### src/rtl/branch_sched.sv
// rtl/branch_sched.sv - ID-stage branch scheduler: RAW stall, resolve, redirect, delay-slot tracking
module branch_sched #(
  parameter int CNT_W = 16
) (
  input  logic             clk,
  input  logic             reset_n,
  input  logic             id_valid,
  input  logic [31:0]      id_instr,
  input  logic [31:0]      id_pc,
  input  logic             ex_wr_en,
  input  logic [4:0]       ex_wr_reg,
  input  logic             ex_is_load,
  input  logic             mem_wr_en,
  input  logic [4:0]       mem_wr_reg,
  input  logic             mem_is_load,
  input  logic             cmpout,
  output logic [31:0]      cmp_instr,
  output logic             stall,
  output logic             redirect_valid,
  output logic [31:0]      redirect_pc,
  output logic             ds_error,
  output logic [CNT_W-1:0] br_count,
  output logic [CNT_W-1:0] taken_count,
  output logic [CNT_W-1:0] stall_count
);

  typedef enum logic [1:0] {S_IDLE, S_STALL, S_SLOT} state_t;

  localparam logic [CNT_W-1:0] CNT_ONE = {{(CNT_W-1){1'b0}}, 1'b1};
  localparam logic [CNT_W-1:0] CNT_MAX = '1;

  state_t           r_state;
  state_t           w_next;
  logic [CNT_W-1:0] r_br_count;
  logic [CNT_W-1:0] r_taken_count;
  logic [CNT_W-1:0] r_stall_count;
  logic             r_ds_error;

  logic [5:0]       w_op;
  logic [4:0]       w_rs;
  logic [4:0]       w_rt;
  logic             w_is_branch;
  logic             w_use_rt;
  logic             w_haz_rs;
  logic             w_haz_rt;
  logic             w_hazard;
  logic             w_resolve;
  logic             w_ds_hit;

  assign w_op = id_instr[31:26];
  assign w_rs = id_instr[25:21];
  assign w_rt = id_instr[20:16];

  // Decode the branch class and whether rt is a source operand
  always_comb begin
    w_is_branch = 1'b0;
    w_use_rt    = 1'b0;
    case (w_op)
      6'b000100, 6'b000101: begin
        w_is_branch = 1'b1;
        w_use_rt    = 1'b1;
      end
      6'b000110, 6'b000111: w_is_branch = 1'b1;
      6'b000001:            w_is_branch = (w_rt == 5'd0) || (w_rt == 5'd1);
      default:              w_is_branch = 1'b0;
    endcase
  end

  // Any result still in EX, or a load still in MEM, is not yet usable by the ID comparator
  assign w_haz_rs = (w_rs != 5'd0) &&
                    ((ex_wr_en && (ex_wr_reg == w_rs)) ||
                     (mem_wr_en && mem_is_load && (mem_wr_reg == w_rs)));
  assign w_haz_rt = w_use_rt && (w_rt != 5'd0) &&
                    ((ex_wr_en && (ex_wr_reg == w_rt)) ||
                     (mem_wr_en && mem_is_load && (mem_wr_reg == w_rt)));
  assign w_hazard = w_haz_rs || w_haz_rt;

  assign redirect_pc = id_pc + 32'd4 + {{14{id_instr[15]}}, id_instr[15:0], 2'b00};

  // State register
  always_ff @(posedge clk or negedge reset_n) begin
    if (!reset_n) r_state <= S_IDLE;
    else          r_state <= w_next;
  end

  // Next state and outputs; everything is forced quiet while reset is held
  always_comb begin
    w_next         = r_state;
    stall          = 1'b0;
    redirect_valid = 1'b0;
    cmp_instr      = 32'd0;
    w_resolve      = 1'b0;
    w_ds_hit       = 1'b0;
    case (r_state)
      S_SLOT: begin
        if (id_valid) begin
          w_next   = S_IDLE;
          w_ds_hit = w_is_branch;
        end
      end
      default: begin
        if (id_valid && w_is_branch) begin
          if (w_hazard) begin
            stall  = 1'b1;
            w_next = S_STALL;
          end else begin
            w_resolve      = 1'b1;
            cmp_instr      = id_instr;
            redirect_valid = cmpout;
            w_next         = cmpout ? S_SLOT : S_IDLE;
          end
        end else begin
          w_next = S_IDLE;
        end
      end
    endcase
    if (!reset_n) begin
      w_next         = S_IDLE;
      stall          = 1'b0;
      redirect_valid = 1'b0;
      cmp_instr      = 32'd0;
      w_resolve      = 1'b0;
      w_ds_hit       = 1'b0;
    end
  end

  // Saturating statistics and the sticky delay-slot error flag
  always_ff @(posedge clk or negedge reset_n) begin
    if (!reset_n) begin
      r_br_count    <= '0;
      r_taken_count <= '0;
      r_stall_count <= '0;
      r_ds_error    <= 1'b0;
    end else begin
      if (w_resolve && (r_br_count != CNT_MAX))
        r_br_count <= r_br_count + CNT_ONE;
      if (w_resolve && cmpout && (r_taken_count != CNT_MAX))
        r_taken_count <= r_taken_count + CNT_ONE;
      if (stall && (r_stall_count != CNT_MAX))
        r_stall_count <= r_stall_count + CNT_ONE;
      if (w_ds_hit)
        r_ds_error <= 1'b1;
    end
  end

  assign br_count    = r_br_count;
  assign taken_count = r_taken_count;
  assign stall_count = r_stall_count;
  assign ds_error    = r_ds_error;

endmodule
### config.mk
export PLATFORM = sky130hd
export DESIGN_NAME = branch_sched
export DESIGN_NICKNAME = d
export VERILOG_FILES = /design/src/rtl/branch_sched.sv
export SDC_FILE = /design/constraint.sdc
export NUM_CORES = 1
export LEC_CHECK = 0
export ABC_CLOCK_PERIOD_IN_PS = 3400
export BUFFER_PORTS_ARGS = -buffer_cell sky130_fd_sc_hd__buf_2
export CORE_AREA = 4 4 151 80
export DETAILED_ROUTE_END_ITERATION = 10
export DIE_AREA = 0 0 155 84
export PLACE_DENSITY = 0.78
export SYNTH_ARGS = -nofsm -noshare
export SYNTH_HDL_FRONTEND = slang
export SYNTH_SLANG_ARGS = --single-unit
### constraint.sdc
create_clock -name clk -period 3.4 [get_ports clk]
set_input_delay 0.51 -clock clk [delete_from_list [all_inputs] [get_ports clk]]
set_output_delay 0.51 -clock clk [all_outputs]
set_load 0.05 [all_outputs]
==> metrics.md <==
| Metric | Value |
|---|---|
| Drt drc | 0 |
| DRT iter0 DRCs | around 280 |
| Met1 usage | between 30 and 40% |
| Sequential fraction of the synthesis area | between 20% and 30% |
| Post-Route WL | approximately 17000 um |
| Failing checks | setup timing |
| Synthesized area | 0.00476 mm2 |
| Slowest cell on crit path | ha_1 |
| Final core utilization | between 60% and 70% |
| Clock Latency Late Sink | approximately 0.30 ns |
| Pin count of the biggest net entering global routing | 53 |
| EDFF count, synth | 0 |
| Static Leakage | 3.75 nW |
| Relative slew slack | between 40 and 50% |
| Unrepaired setup endpoints after global routing | yes |
| Cell mode on critical path | ha_1 |
| Average cell area after synthesis | about 8.9 um2 |
| CP cell instances | buf_2 -> ha_1 -> ha_1 -> nand3_2 -> nand4b_1 -> a21oi_4 -> nor4b_4 -> or3b_4 -> a211o_2 -> buf_8 |
| Crit path DAT | 3.10 ns |
| Final worst slack | -0.208 ns |
| Synth area leader | dfrtp_1 |
| CTS Buf Count | 5 |
| Hold WS | roughly 0.37 ns |
| WP buf/inv | 2 |
| Max IR drop VDD | between 0.4 and 0.5 mV |
| Synthesized flop and latch total | a little over 50 |
| Chip width | roughly 160 um |
| Core area | around 0.011 mm2 |
| Post-route minimum period | 3.61 ns |
| DR pass1 iterations | 5 |
| Worst-margin pin slew | approximately 0.83 ns |
| TritonCTS clock tree | done |
| Clock skew | 0.0136 ns |
| Layout fillers | between 800 and 900 |
| Post-Place Cell Area | 0.00648 mm2 |
| Tightest Hold Check Type | primary input to async pin |
| Die ar. | 0.0130 mm2 |
| Synth Warn # | 0 |
| Clock tree sinks | 51 |
| Reg area | about 0.0013 mm2 |
| Critical path capture point type | output pin |
| First-pass GRT wire length | around 27000 um |
| Count of cell types in the netlist | 58 |
| GR Util met2 | 40.7% |
| Synth top area cells | dfrtp_1 (27%), ha_1 (16%), xor2_1 (9.8%), xnor2_1 (6.4%), and2_1 (4.2%) |
| Crit path max-delay family | simple AND/OR/NAND/NOR gates |
| Share of layout cells above drive strength 1 | between 40% and 50% |
| Synth Instances | between 500 and 600 |
| Ys async rst share | between 90% and 100% |
| Critical path type | primary input to output pin |
| Setup WS pre-CTS | -0.554 ns |
| Most frequent cells in the layout | buf_2 (163), buf_4 (77), dfrtp_1 (51), xor2_1 (47), ha_1 (35) |
| GRT overflow | 0 |
| Worst EP required | about 2.9 ns |
| Clock slew at reported path FFs | 0.08 ns |
| Drt wl/cell | ~18 um |
| Max FO, Critical Path | 5 |
| Nets | around 940 |
| Slew Viols, Final | 0 |
| CTS HTree Levels | 2 |
| Via density | roughly 5.5 |
| Finished Cell Area | 0.00742 mm2 |
| Final Hold Viols | 0 |
| Antenna viol nets, final | 0 |
| FMAX | between 0.2 and 0.3 GHz |
| Status | complete, but fails checks |
| Endpoints failing setup | 12 |
| Initial Util | between 40% and 50% |
| All-Layer GR Usage | 25.5% |
| GPL Wtd Cong | around 1 |
| Max cap viols | 0 |
| PwrDens | between 300 and 400 mW/mm2 |
| GRT met3 Usage | approximately 4.8% |
| Post-synth top flop | dfrtp_1 |
| Die Height | approximately 84 um |
| I/O pins | ~200 |
| Syn-to-layout area delta | 56.1% |
| Clock buffer depth | 2 |
| Area of the multi-input gates | about 0.0040 mm2 |
| Routed vias | 5152 |
| Final period util | 106% |
| Antenna cell count | 0 |
| Port buffer count | 188 |
| Commonest non-fill, non-tap cell in the layout | buf_2 |
| CP Launch Type | primary input |
| CTS Hold Bufs | 0 |
| Most Crowded Layer GR | met2 |
| Detail Placement HPWL | 13600 um |
| Yosys top cell area share | 26.8% |
| CP peak stage delay | ~0.42 ns |
| Std cell rows | 27 |
| Clock root cell | clkbuf_16 |
| Vias in the first global route | between 5000 and 6000 |
| Initial antenna violation count | 0 |
==> per-stage QoR <==
stage / instances / setup TNS, ns / power [mW]
finish: 941 / -0.980 / 2.77
global route: 941 / -1.98 / 2.90
CTS: 936 / -0.434 / 2.69
detailed placement: 923 / -4.26 / 2.00
global placement: 923 / -3.53 / 1.98
floorplan: 538 / -0.0375 / 1.54
==> flip-flops by register name, indices dropped and copies added (netlist names) <==
register	count
br_count	16
stall_count	16
taken_count	16
r_state	2
ds_error	1
==> kinds of logic (layout without fill, tap and decap cells) <==
family / after synthesis / after routing / share of synthesized area, %
other: 1 / 3 / 0.0789
muxes: 3 / 3 / 0.684
AOI/OAI and AO/OA: 95 / 95 / 13.7
adders and majority gates: 61 / 61 / 16.2
and+or+nand+nor: 199 / 199 / 22.6
buffers and inverters: 38 / 296 / 3.66
DFF: 51 / 51 / 26.8
xor gates and xnor gates: 88 / 88 / 16.2
==> routing by layer <==
metal | part of all wire [%] | up-vias
li1 | - | 2444
met1 | 47 | 2517
met2 | 47 | 177
met3 | 6.0 | 14
met4 | 0.73 | 0
met5 | 0 | -
==> Yosys cell counts, types with 2 or more instances <==
cell type / n
a211oi_1: 3
nand2_1: 35
nor3_1: 24
xnor2_1: 35
dfrtp_1: 51
ha_1: 60
clkbuf_1: 10
o22ai_1: 2
and4_1: 5
a21o_1: 10
o21ai_0: 14
o31ai_1: 3
a31oi_1: 6
a32oi_1: 2
nor2b_1: 3
and2_1: 32
nor2_1: 26
xor2_1: 53
nand4_1: 16
o21bai_1: 3
o21a_1: 4
o211ai_1: 8
inv_1: 20
and3_1: 9
nor4_2: 2
nor4_1: 8
buf_4: 6
or3_1: 3
a21oi_1: 27
mux2_2: 2
nand3_1: 27
==> timing repair <==
action | CTS | global route
buffers inserted | 5 | 6
gates cloned | 0 | 0
setup endpoints to repair | 15 | 15
pin swaps | 33 | 30
resized for setup | 91 | 37
==> power by group <==
group	switching (mW)	leakage, nW	total [mW]	internal, mW
registers	0.0222	0.693	0.644	0.622
clock network	0.231	0.0669	0.504	0.272
logic	0.979	2.99	1.63	0.648
==> final cells by class <==
type                            count  share of cell area, %
Inverter                           20                   1.11
Multi-Input combinational cell    449                   54.1
Tap cell                          145                   2.44
Clock inverter                      2                  0.169
Sequential cell                    51                   17.2
Timing Repair Buffer              268                   23.3
Clock buffer                        6                   1.74
==> worst paths after layout <==
check / from / end / slack [ns] / cells past startpoint
min: reset_n / stall_count[4]$_DFFE_PN0P_ / 0.37 / 2
min in group clk: id_valid / r_state[1]$_DFFE_PN0P_ / 0.42 / 2
min reg2reg: ds_error$_DFFE_PN0P_ / ds_error$_DFFE_PN0P_ / 0.47 / 2
max in group asynchronous: reset_n / br_count[7]$_DFFE_PN0P_ / 2.57 / 2
max reg2reg: br_count[0]$_DFFE_PN0P_ / br_count[1]$_DFFE_PN0P_ / 1.06 / 4
max: id_instr[13] / redirect_pc[31] / -0.21 / 10
(Power assumes the default switching activity.)
